## src/rtl/mem_arbiter_pkg.sv

```systemverilog
// Shared types for the memctl port arbiter: FSM state encoding and the
// memctl data width.
package a3_mem_pkg;

  typedef enum logic [1:0] {
    IDLE  = 2'd0,
    ISSUE = 2'd1,
    WAIT  = 2'd2,
    DONE  = 2'd3
  } arb_state_t;

  localparam int MEM_DW = 8;

endpackage

```

## src/rtl/mem_arbiter_if.sv

```systemverilog
// Requester-side handshake plus memctl-side strobes of the arbiter.
// The slave modport is the arbiter's view; master is the requester/memory side.
interface mem_arbiter_if
  import a3_mem_pkg::*;
#(
  parameter int N_REQ = 2,
  parameter int AW    = 16,
  parameter int DW    = MEM_DW
);

  logic [N_REQ-1:0]    req_i;
  logic [N_REQ-1:0]    we_i;
  logic [N_REQ*AW-1:0] addr_i;
  logic [N_REQ*DW-1:0] wdata_i;
  logic [N_REQ-1:0]    ack_o;
  logic [DW-1:0]       rdata_o;
  logic [N_REQ-1:0]    grant_o;
  logic                busy_o;
  logic [AW-1:0]       mem_addr_o;
  logic [DW-1:0]       mem_wdata_o;
  logic                mem_write_en_o;
  logic                mem_read_en_o;
  logic [DW-1:0]       mem_rdata_i;

  modport slave (
    input  req_i, we_i, addr_i, wdata_i, mem_rdata_i,
    output ack_o, rdata_o, grant_o, busy_o,
           mem_addr_o, mem_wdata_o, mem_write_en_o, mem_read_en_o
  );

  modport master (
    output req_i, we_i, addr_i, wdata_i, mem_rdata_i,
    input  ack_o, rdata_o, grant_o, busy_o,
           mem_addr_o, mem_wdata_o, mem_write_en_o, mem_read_en_o
  );

endinterface

```

## src/rtl/mem_arbiter_rr_pick.sv

```systemverilog
// Round-robin picker: first set request bit searching upward from last+1,
// wrapping modulo N.
module rr_pick #(
  parameter int N = 2
) (
  input  logic [N-1:0]         req,
  input  logic [$clog2(N)-1:0] last,
  output logic [N-1:0]         gnt,
  output logic [$clog2(N)-1:0] idx,
  output logic                 valid
);

  localparam int IW = $clog2(N);

  always_comb begin
    gnt   = '0;
    idx   = '0;
    valid = 1'b0;
    for (int i = 1; i <= N; i++) begin
      if (!valid && req[(int'(last) + i) % N]) begin
        valid                      = 1'b1;
        idx                        = IW'((int'(last) + i) % N);
        gnt[(int'(last) + i) % N]  = 1'b1;
      end
    end
  end

endmodule

```

## src/rtl/mem_arbiter.sv

```systemverilog
// Round-robin arbiter sharing the single byte-wide memctl port between
// N_REQ requesters, one transaction at a time.
//
//   state | meaning
//   IDLE  | no owner; arbitrate and latch the winner's request
//   ISSUE | one-cycle memctl strobe (write_en or read_en)
//   WAIT  | read only: count out READ_LAT, then capture mem_rdata_i
//   DONE  | ack the owner, update last_grant, release the port
module mem_arbiter
  import a3_mem_pkg::*;
#(
  parameter int N_REQ    = 2,
  parameter int AW       = 16,
  parameter int DW       = MEM_DW,
  parameter int READ_LAT = 1
) (
  input  logic          clk,
  input  logic          reset,
  mem_arbiter_if.slave  bus
);

  localparam int IW = $clog2(N_REQ);
  localparam int CW = $clog2(READ_LAT + 1);

  arb_state_t       state;
  logic [IW-1:0]    last_grant;
  logic [IW-1:0]    idx;
  logic             we_lat;
  logic [CW-1:0]    cnt;
  logic [N_REQ-1:0] grant;
  logic [DW-1:0]    rdata;
  logic [AW-1:0]    mem_addr;
  logic [DW-1:0]    mem_wdata;
  logic             mem_write_en;
  logic             mem_read_en;

  logic [N_REQ-1:0] pick_gnt;
  logic [IW-1:0]    pick_idx;
  logic             pick_valid;
  logic             sel_we;
  logic [AW-1:0]    sel_addr;
  logic [DW-1:0]    sel_wdata;

  rr_pick #(.N(N_REQ)) u_pick (
    .req   (bus.req_i),
    .last  (last_grant),
    .gnt   (pick_gnt),
    .idx   (pick_idx),
    .valid (pick_valid)
  );

  // One-hot mux of the winner's request fields
  always_comb begin
    sel_we    = 1'b0;
    sel_addr  = '0;
    sel_wdata = '0;
    for (int k = 0; k < N_REQ; k++) begin
      if (pick_gnt[k]) begin
        sel_we    = bus.we_i[k];
        sel_addr  = bus.addr_i[k*AW +: AW];
        sel_wdata = bus.wdata_i[k*DW +: DW];
      end
    end
  end

  always_ff @(posedge clk or negedge reset) begin
    if (!reset) begin
      state        <= IDLE;
      last_grant   <= IW'(N_REQ - 1);
      idx          <= '0;
      we_lat       <= 1'b0;
      cnt          <= '0;
      grant        <= '0;
      rdata        <= '0;
      mem_addr     <= '0;
      mem_wdata    <= '0;
      mem_write_en <= 1'b0;
      mem_read_en  <= 1'b0;
    end else begin
      case (state)
        IDLE: begin
          if (pick_valid) begin
            idx          <= pick_idx;
            grant        <= pick_gnt;
            we_lat       <= sel_we;
            mem_addr     <= sel_addr;
            mem_wdata    <= sel_wdata;
            mem_write_en <= sel_we;
            mem_read_en  <= !sel_we;
            state        <= ISSUE;
          end
        end
        ISSUE: begin
          mem_write_en <= 1'b0;
          mem_read_en  <= 1'b0;
          if (we_lat) begin
            state <= DONE;
          end else begin
            cnt   <= CW'(READ_LAT - 1);
            state <= WAIT;
          end
        end
        WAIT: begin
          if (cnt != '0) begin
            cnt <= cnt - CW'(1);
          end else begin
            rdata <= bus.mem_rdata_i;
            state <= DONE;
          end
        end
        DONE: begin
          last_grant <= idx;
          grant      <= '0;
          state      <= IDLE;
        end
        default: state <= IDLE;
      endcase
    end
  end

  assign bus.ack_o          = (state == DONE) ? grant : '0;
  assign bus.grant_o        = grant;
  assign bus.busy_o         = (state != IDLE);
  assign bus.rdata_o        = rdata;
  assign bus.mem_addr_o     = mem_addr;
  assign bus.mem_wdata_o    = mem_wdata;
  assign bus.mem_write_en_o = mem_write_en;
  assign bus.mem_read_en_o  = mem_read_en;

endmodule

```

## src/flat_wrapper.sv

```systemverilog
// flat-port wrapper written by rule: the top's interface ports become plain ports
module mem_arbiter_flat import a3_mem_pkg::*;
#(
  parameter int N_REQ    = 2,
  parameter int AW       = 16,
  parameter int DW       = MEM_DW,
  parameter int READ_LAT = 1
)
  (clk, reset, bus_req_i, bus_we_i, bus_addr_i, bus_wdata_i, bus_mem_rdata_i, bus_ack_o, bus_rdata_o, bus_grant_o, bus_busy_o, bus_mem_addr_o, bus_mem_wdata_o, bus_mem_write_en_o, bus_mem_read_en_o);
  mem_arbiter_if #(.N_REQ(N_REQ), .AW(AW), .DW(DW)) bus_i ();
  input  logic clk;
  input  logic reset;
  input wire logic [$bits(bus_i.req_i)-1:0] bus_req_i;
  input wire logic [$bits(bus_i.we_i)-1:0] bus_we_i;
  input wire logic [$bits(bus_i.addr_i)-1:0] bus_addr_i;
  input wire logic [$bits(bus_i.wdata_i)-1:0] bus_wdata_i;
  input wire logic [$bits(bus_i.mem_rdata_i)-1:0] bus_mem_rdata_i;
  output wire logic [$bits(bus_i.ack_o)-1:0] bus_ack_o;
  output wire logic [$bits(bus_i.rdata_o)-1:0] bus_rdata_o;
  output wire logic [$bits(bus_i.grant_o)-1:0] bus_grant_o;
  output wire logic [$bits(bus_i.busy_o)-1:0] bus_busy_o;
  output wire logic [$bits(bus_i.mem_addr_o)-1:0] bus_mem_addr_o;
  output wire logic [$bits(bus_i.mem_wdata_o)-1:0] bus_mem_wdata_o;
  output wire logic [$bits(bus_i.mem_write_en_o)-1:0] bus_mem_write_en_o;
  output wire logic [$bits(bus_i.mem_read_en_o)-1:0] bus_mem_read_en_o;
  assign bus_i.req_i = bus_req_i;
  assign bus_i.we_i = bus_we_i;
  assign bus_i.addr_i = bus_addr_i;
  assign bus_i.wdata_i = bus_wdata_i;
  assign bus_i.mem_rdata_i = bus_mem_rdata_i;
  assign bus_ack_o = bus_i.ack_o;
  assign bus_rdata_o = bus_i.rdata_o;
  assign bus_grant_o = bus_i.grant_o;
  assign bus_busy_o = bus_i.busy_o;
  assign bus_mem_addr_o = bus_i.mem_addr_o;
  assign bus_mem_wdata_o = bus_i.mem_wdata_o;
  assign bus_mem_write_en_o = bus_i.mem_write_en_o;
  assign bus_mem_read_en_o = bus_i.mem_read_en_o;
  mem_arbiter #(.N_REQ(N_REQ), .AW(AW), .DW(DW), .READ_LAT(READ_LAT)) u_core (.clk(clk), .reset(reset), .bus(bus_i));
endmodule
```

## config.mk

```make
export PLATFORM = sky130hd
export DESIGN_NAME = mem_arbiter_flat
export DESIGN_NICKNAME = d
export VERILOG_FILES = /design/src/rtl/mem_arbiter_pkg.sv /design/src/rtl/mem_arbiter_if.sv /design/src/rtl/mem_arbiter_rr_pick.sv /design/src/rtl/mem_arbiter.sv /design/src/flat_wrapper.sv
export SDC_FILE = /design/constraint.sdc
export NUM_CORES = 1
export LEC_CHECK = 0
export CORE_AREA = 4 4 74 76
export CTS_CLUSTER_SIZE = 25
export DETAILED_ROUTE_END_ITERATION = 8
export DIE_AREA = 0 0 78 80
export PLACE_DENSITY = 0.85
export SYNTH_ARGS = -nofsm -noshare
export SYNTH_HDL_FRONTEND = slang
export SYNTH_SLANG_ARGS = --single-unit
```

## constraint.sdc

```tcl
create_clock -name clk -period 2.42 [get_ports clk]
set_clock_uncertainty 0.15 [all_clocks]
set_input_delay 0.726 -clock clk [delete_from_list [all_inputs] [get_ports clk]]
set_output_delay 0.726 -clock clk [all_outputs]
set_load 0.005 [all_outputs]
```

After elaboration in Yosys (flattened, before gate mapping). Index checks and enable logic that the tools add are counted.

Bits in registers: 42. Input port bits: 62. Output and inout port bits: 39. Word-level logic and storage cells: 80.

$add $sub $neg: 3. Magnitude comparators: 4. Eq/ne operators: 6. Muxes and demuxes: 36. Bitwise operators: 4. Reductions and logical operators: 16.

Operator list (count): 16-bit 2-to-1 mux (2); 1-bit 2-to-1 mux (19); 8-bit 2-to-1 mux (2); 2-bit 2-to-1 mux (6); 2-bit AND reduction (6); 2-bit one-hot mux with 4 select lines (1); 2-bit nonzero test (4); 2-bit by 3-bit < comparator with 1-bit output (second input constant) (2); 1-bit one-hot mux with 2 select lines (3); 2-bit == test (second input constant) (2); 2-bit by 1-bit >= comparator with 1-bit output (second input constant) (2); 2-bit != test (second input constant) (2); 2-bit one-hot mux with 2 select lines (1); 1-bit logical AND (3); 1-bit adder (second input constant) (2); 1-bit bitwise AND (first input constant) (2); 1-bit demux with 1-bit select (2); 2-bit by 1-bit == test with 1-bit output (second input constant) (1); 1-bit logical NOT (2); 2-bit logical NOT (1); 2-bit by 1-bit != test with 1-bit output (second input constant) (1); 2-bit bitwise OR (1); 1-bit NOT (1); 1-bit subtractor (second input constant) (1).

Logic depth before layout (Yosys ltp).
Depth after elaboration: 14. Mapped depth: 7. Gate-level depth less buffers: 5.

Cells and area by module. From an unflattened synthesis, not the netlist that was laid out.

Cells, all modules: 175. Area, all modules: 2026.9 µm².

Modules (own cells, without submodules): mem_arbiter (times used 1, cells each 170, area an instance 1994.4 µm², sequential area each 1027.2 µm²); rr_pick (times used 1, cells each 5, area an instance 32.5 µm², sequential area each 0.0 µm²).

Worst setup path before layout. OpenSTA, ideal clock, no wires.

Path kind: flip-flop to output port. Start point: register u_core.state[0]. End point: output port bus_busy_o. Arrival time: 1.051 ns. Data required time: 1.544 ns. Setup slack: 0.493 ns. Stages on the path, launching flop included: 5. Buffers on the path: 1. Path through: dfrtp_1 > inv_1 > ha_1 > clkbuf_1 > inv_1.

Cells in the longest elaborated chain, start to end: 1.

RTL lines: from (decl) (RTL line mem_arbiter.sv:25) `arb_state_t state;`; from (signal assigned) (RTL line mem_arbiter.sv:68) `state <= IDLE;`; from (signal assigned) (RTL line mem_arbiter.sv:90) `state <= ISSUE;`; from (signal assigned) (RTL line mem_arbiter.sv:97) `state <= DONE;`; 2-bit nonzero test (RTL line mem_arbiter.sv:123) `assign bus.busy_o = (state != IDLE);`; to (decl) (RTL line flat_wrapper.sv:21) `output wire logic [$bits(bus_i.busy_o)-1:0] bus_busy_o;`.

Every way passes these cells.

Worst setup path after layout.
Start point: register u_core.state[1]. End point: output port bus_ack_o[1].

Cells in the longest elaborated chain, start to end: 2.

RTL lines: 2-bit == test (RTL line mem_arbiter.sv:121) `assign bus.ack_o = (state == DONE) ? grant : '0;`; 2-bit 2-to-1 mux (RTL line mem_arbiter.sv:121); to (decl) (RTL line flat_wrapper.sv:18) `output wire logic [$bits(bus_i.ack_o)-1:0] bus_ack_o;`.

Every way passes these cells.

==> run_results.csv <==
group,metric,value,unit
run_status,run_status,"complete, no violations",
placement,globalplace.congestion,0.7995,
sta,tns_setup,0,ns
critical_path,endpoint_kind,"output pin",
global_routing,met2_usage,0.3305,
route,drcViolationCount,0,
floorplan,floorplan.rows,25,
synth,count_of_flip_flops_with_a_built_in_enable_after_synthesis,0,
global_routing,maximum_number_of_pins_on_one_net_before_global_route_repair,33,
placement,dpl-instance-area,2947,µm²
sta,achievable-frequency,0.4253,GHz
floorplan,start_util,0.3921,
floorplan,floorplan.die.height,80,µm
critical_path,critical_path_buf_inv_count,1,
placement,hpwlAfterDp,4267,µm
cts,clockBufferDepth,2,
route,drt-total-wl,5878,µm
critical_path,worst_reg2reg_path_startpoint,"u_core.state[0]",
critical_path,critPathKind,"register to output pin",
finish,postLayoutCellArea,3148,µm²
sta,layout_setup_ws,0.06856,ns
floorplan,area_enclosed_by_the_die_boundary,6240,µm²
pwr,power_frac_comb,0.501,
hold_path,hold_class,"input pin to asynchronous set/reset pin",
global_routing,overflow,0,
critical_path,startpoint_type,"register",
finish,area.growth.synth_to_final,70.00,%
global_routing,global_route.usage.total,0.1893,
synth,synthAdderAreaFrac,0.03378,
synth,synth_cells,146,
critical_path,crit_path_max_fanout,5,
synth,yosysWarningCount,0,
cts,cts.reportedPaths.clkPinSlew,0.08,ns
floorplan,core_area,4723,µm²
synth,mappedNetlistArea,1852,µm²
placement,pre_cts_ws,0.02043,ns
critical_path,required,1.54,ns
synth,yosys.area.top_type_share,0.5405,
route,viasPerCell,5.234,
synth,average_footprint_of_a_synthesized_cell,12.68,µm²
global_routing,gr-usage-met1,0.2300,
global_routing,antenna_found_initial,0,
sta,post-route-min-period,2.351,ns
sta,report.final.hold_viol_count,0,
finish,leading_cell_type_in_the_layout_fill_and_taps_excluded,"sky130_fd_sc_hd__clkdlybuf4s50_1",
critical_path,ff2ff_path_depth,6,
finish,finalNetCount,328,
placement,io_buffer_count,100,
route,drt_pass1_iterations,4,
synth,synthTopCellsByArea,"sky130_fd_sc_hd__dfrtp_1 (54%), sky130_fd_sc_hd__a221o_1 (13%), sky130_fd_sc_hd__and3_1 (8.4%)",
critical_path,crit_family,"buffers and inverters",
synth,synthSimpleGateAreaFrac,0.1149,
finish,layout-drive-gt1-share,0.1718,
critical_path,critPathArrivalTime,1.48,ns
critical_path,cp_cell_sequence,"ha_4 -> and2_1 -> clkdlybuf4s50_1",
sta,setup_viol,0,
cts,number_of_clock_buffers_inserted_by_tritoncts,5,
pwr,cellInternalPower,0.002502,W
sta,timing_max_transition_violations_final,0,
cts,clock-root-buffer,"sky130_fd_sc_hd__clkbuf_8",
synth,largest_family_of_logic_cells_by_synthesized_area,"compound AO/OA/AOI/OAI gates",
global_routing,global_route.usage.met3,0.05192,
synth,synth.lib_cells_used.distinct,28,
global_routing,grt_most_used_layer,"met2",
global_routing,vias_in_the_first_global_route,1806,
synth,mappedNetlistNets,213,
synth,synthXorXnorAreaFrac,0,
sta,worst_pin_slew,0.4146,ns
critical_path,r2r_end,"u_core.state[1]",
cts,clock_tree_from_tritoncts,"yes",
pwr,max-vdd-ir-drop,0.0005828,V
sta,max-slew-margin-rel,0.7224,
floorplan,die_w,78,µm
cts,cts_max_level,2,
global_routing,wire_length_of_the_first_global_routing_pass,9225,µm
route,post_drt_wl_per_cell,17.87,µm
synth,synth_mux_area_frac,0.06622,
pwr,netSwitchingFraction,0.3040,
synth,share_of_the_yosys_chip_area_belonging_to_registers,0.5547,
cts,clk-insertion-delay-late,0.29,ns
synth,synth_compound_area_frac,0.1858,
floorplan,pin_count,101,
pwr,power_density,1142,nW/µm²
synth,post-synth-top-area-cell,"sky130_fd_sc_hd__dfrtp_1",
route,route.antenna.remaining_nets,0,
cts,clock-sinks,41,
pwr,power.share.sequential,0.342,
finish,antennaDiodeCount,0,
critical_path,critPathMaxStageDelay,0.49,ns
sta,min_period_over_period,0.9717,
pwr,share_clk_of_total_power,0.157,
synth,yosys_register_bits,41,
synth,asyncSetResetFlopFracSynth,1.000,
route,total_vias_in_the_final_route,1722,
synth,synthFlopType,"sky130_fd_sc_hd__dfrtp_1",
job,timing.max_cap.violations,0,
critical_path,ff2ff_setup_slack,0.20,ns
pwr,leakage,1.443,nW
finish,layout_common_cells,"sky130_fd_sc_hd__clkdlybuf4s50_1 (97), sky130_fd_sc_hd__dfrtp_1 (40), sky130_fd_sc_hd__and3_1 (25)",
route,initialDrtViolationCount,121,
critical_path,crit_slowest_cell,"sky130_fd_sc_hd__clkdlybuf4s50_1",
pwr,p_sw,0.001093,W
per-layer routing:
metal,vias up,part of all wire,wire (µm)
met4,0,0.023,133
met5,-,0,0
met2,61,0.52,3053
met3,13,0.059,345
li1,790,-,-
met1,858,0.40,2345
cells in the mapped netlist, types with 2 or more instances:
cell type,n
sky130_fd_sc_hd__ha_1,5
sky130_fd_sc_hd__nand2_1,3
sky130_fd_sc_hd__inv_1,3
sky130_fd_sc_hd__dfrtp_1,40
sky130_fd_sc_hd__and3_1,25
sky130_fd_sc_hd__o21ai_1,2
sky130_fd_sc_hd__a221o_1,24
sky130_fd_sc_hd__clkbuf_1,6
sky130_fd_sc_hd__mux2_2,10
sky130_fd_sc_hd__buf_2,3
sky130_fd_sc_hd__o21ai_0,4
sky130_fd_sc_hd__and2_1,2
sky130_fd_sc_hd__buf_6,3
sky130_fd_sc_hd__nor2_1,2
flip-flops by register name, summed over array words and instances, names as in the netlist:
| register | flops |
|---|---|
| u_core.bus.mem_addr_o | 16 |
| u_core.bus.mem_wdata_o | 8 |
| u_core.bus.rdata_o | 8 |
| u_core.bus.grant_o | 2 |
| u_core.state | 2 |
| u_core.bus.mem_read_en_o | 1 |
| u_core.bus.mem_write_en_o | 1 |
| u_core.idx | 1 |
| u_core.last_grant | 1 |
| u_core.we_lat | 1 |
power groups by stage:
stage / Combinational, W / Sequential, W / Clock [W]
3_3_place_gp: 0.00161 / 0.00122 / 0
2_1_floorplan: 0.000739 / 0.00122 / 0
6_report: 0.00180 / 0.00123 / 0.000566
3_5_place_dp: 0.00166 / 0.00123 / 0
5_1_grt: 0.00195 / 0.00128 / 0.000614
4_1_cts: 0.00172 / 0.00122 / 0.000584
per-stage QoR:
stage / total power, W / hold slack [ns] / cells / utilization
3_3_place_gp: 0.002828 / 0.3256 / 312 / 0.6238
2_1_floorplan: 0.001964 / 0.2804 / 146 / -
3_5_place_dp: 0.002898 / 0.3359 / 312 / 0.6238
4_1_cts: 0.003523 / 0.1404 / 323 / 0.6538
6_report: 0.003595 / 0.1416 / 329 / 0.6665
5_1_grt: 0.003842 / 0.1534 / 329 / 0.6665
final cells by class:
type	instances	area (µm²)
well taps	67	83.83
fillers	355	1575
clock buffers	7	86.33
repair buffers	120	1151
clock inverters	1	30.03
flip-flops and latches	41	1027
multi-input cells	90	758.2
inverters	3	11.26
kinds of logic (layout without fill, tap and decap cells):
group	after synthesis	count (layout)
muxes	11	11
and+or+nand+nor	35	35
adders and majority gates	5	5
DFF	41	41
buffers and inverters	15	131
AOI/OAI and AO/OA	39	39
worst max path at each step:
stage | cells after the start | endpoint | start | slack (ns)
detailed placement | 5 | u_core.bus.mem_addr_o[7] | bus_req_i[1] | 0.02
finish | 3 | bus_ack_o[1] | u_core.state[1] | 0.07
floorplan | 4 | bus_busy_o | u_core.state[0] | 0.49
global placement | 5 | u_core.bus.mem_addr_o[2] | bus_req_i[1] | 0.08
CTS | 3 | bus_ack_o[0] | u_core.state[1] | -0.04
global route | 3 | bus_ack_o[1] | u_core.state[1] | -0.02
timing repair:
item | in CTS | in global routing
buffers inserted | 3 | 6
hold buffers | 0 | 0
endpoints found under the setup margin | 3 | 3
resized for setup | 1 | 5
pin swaps | 0 | 1
gates cloned | 0 | 0
No activity file was read; power rests on OpenSTA's default activity.
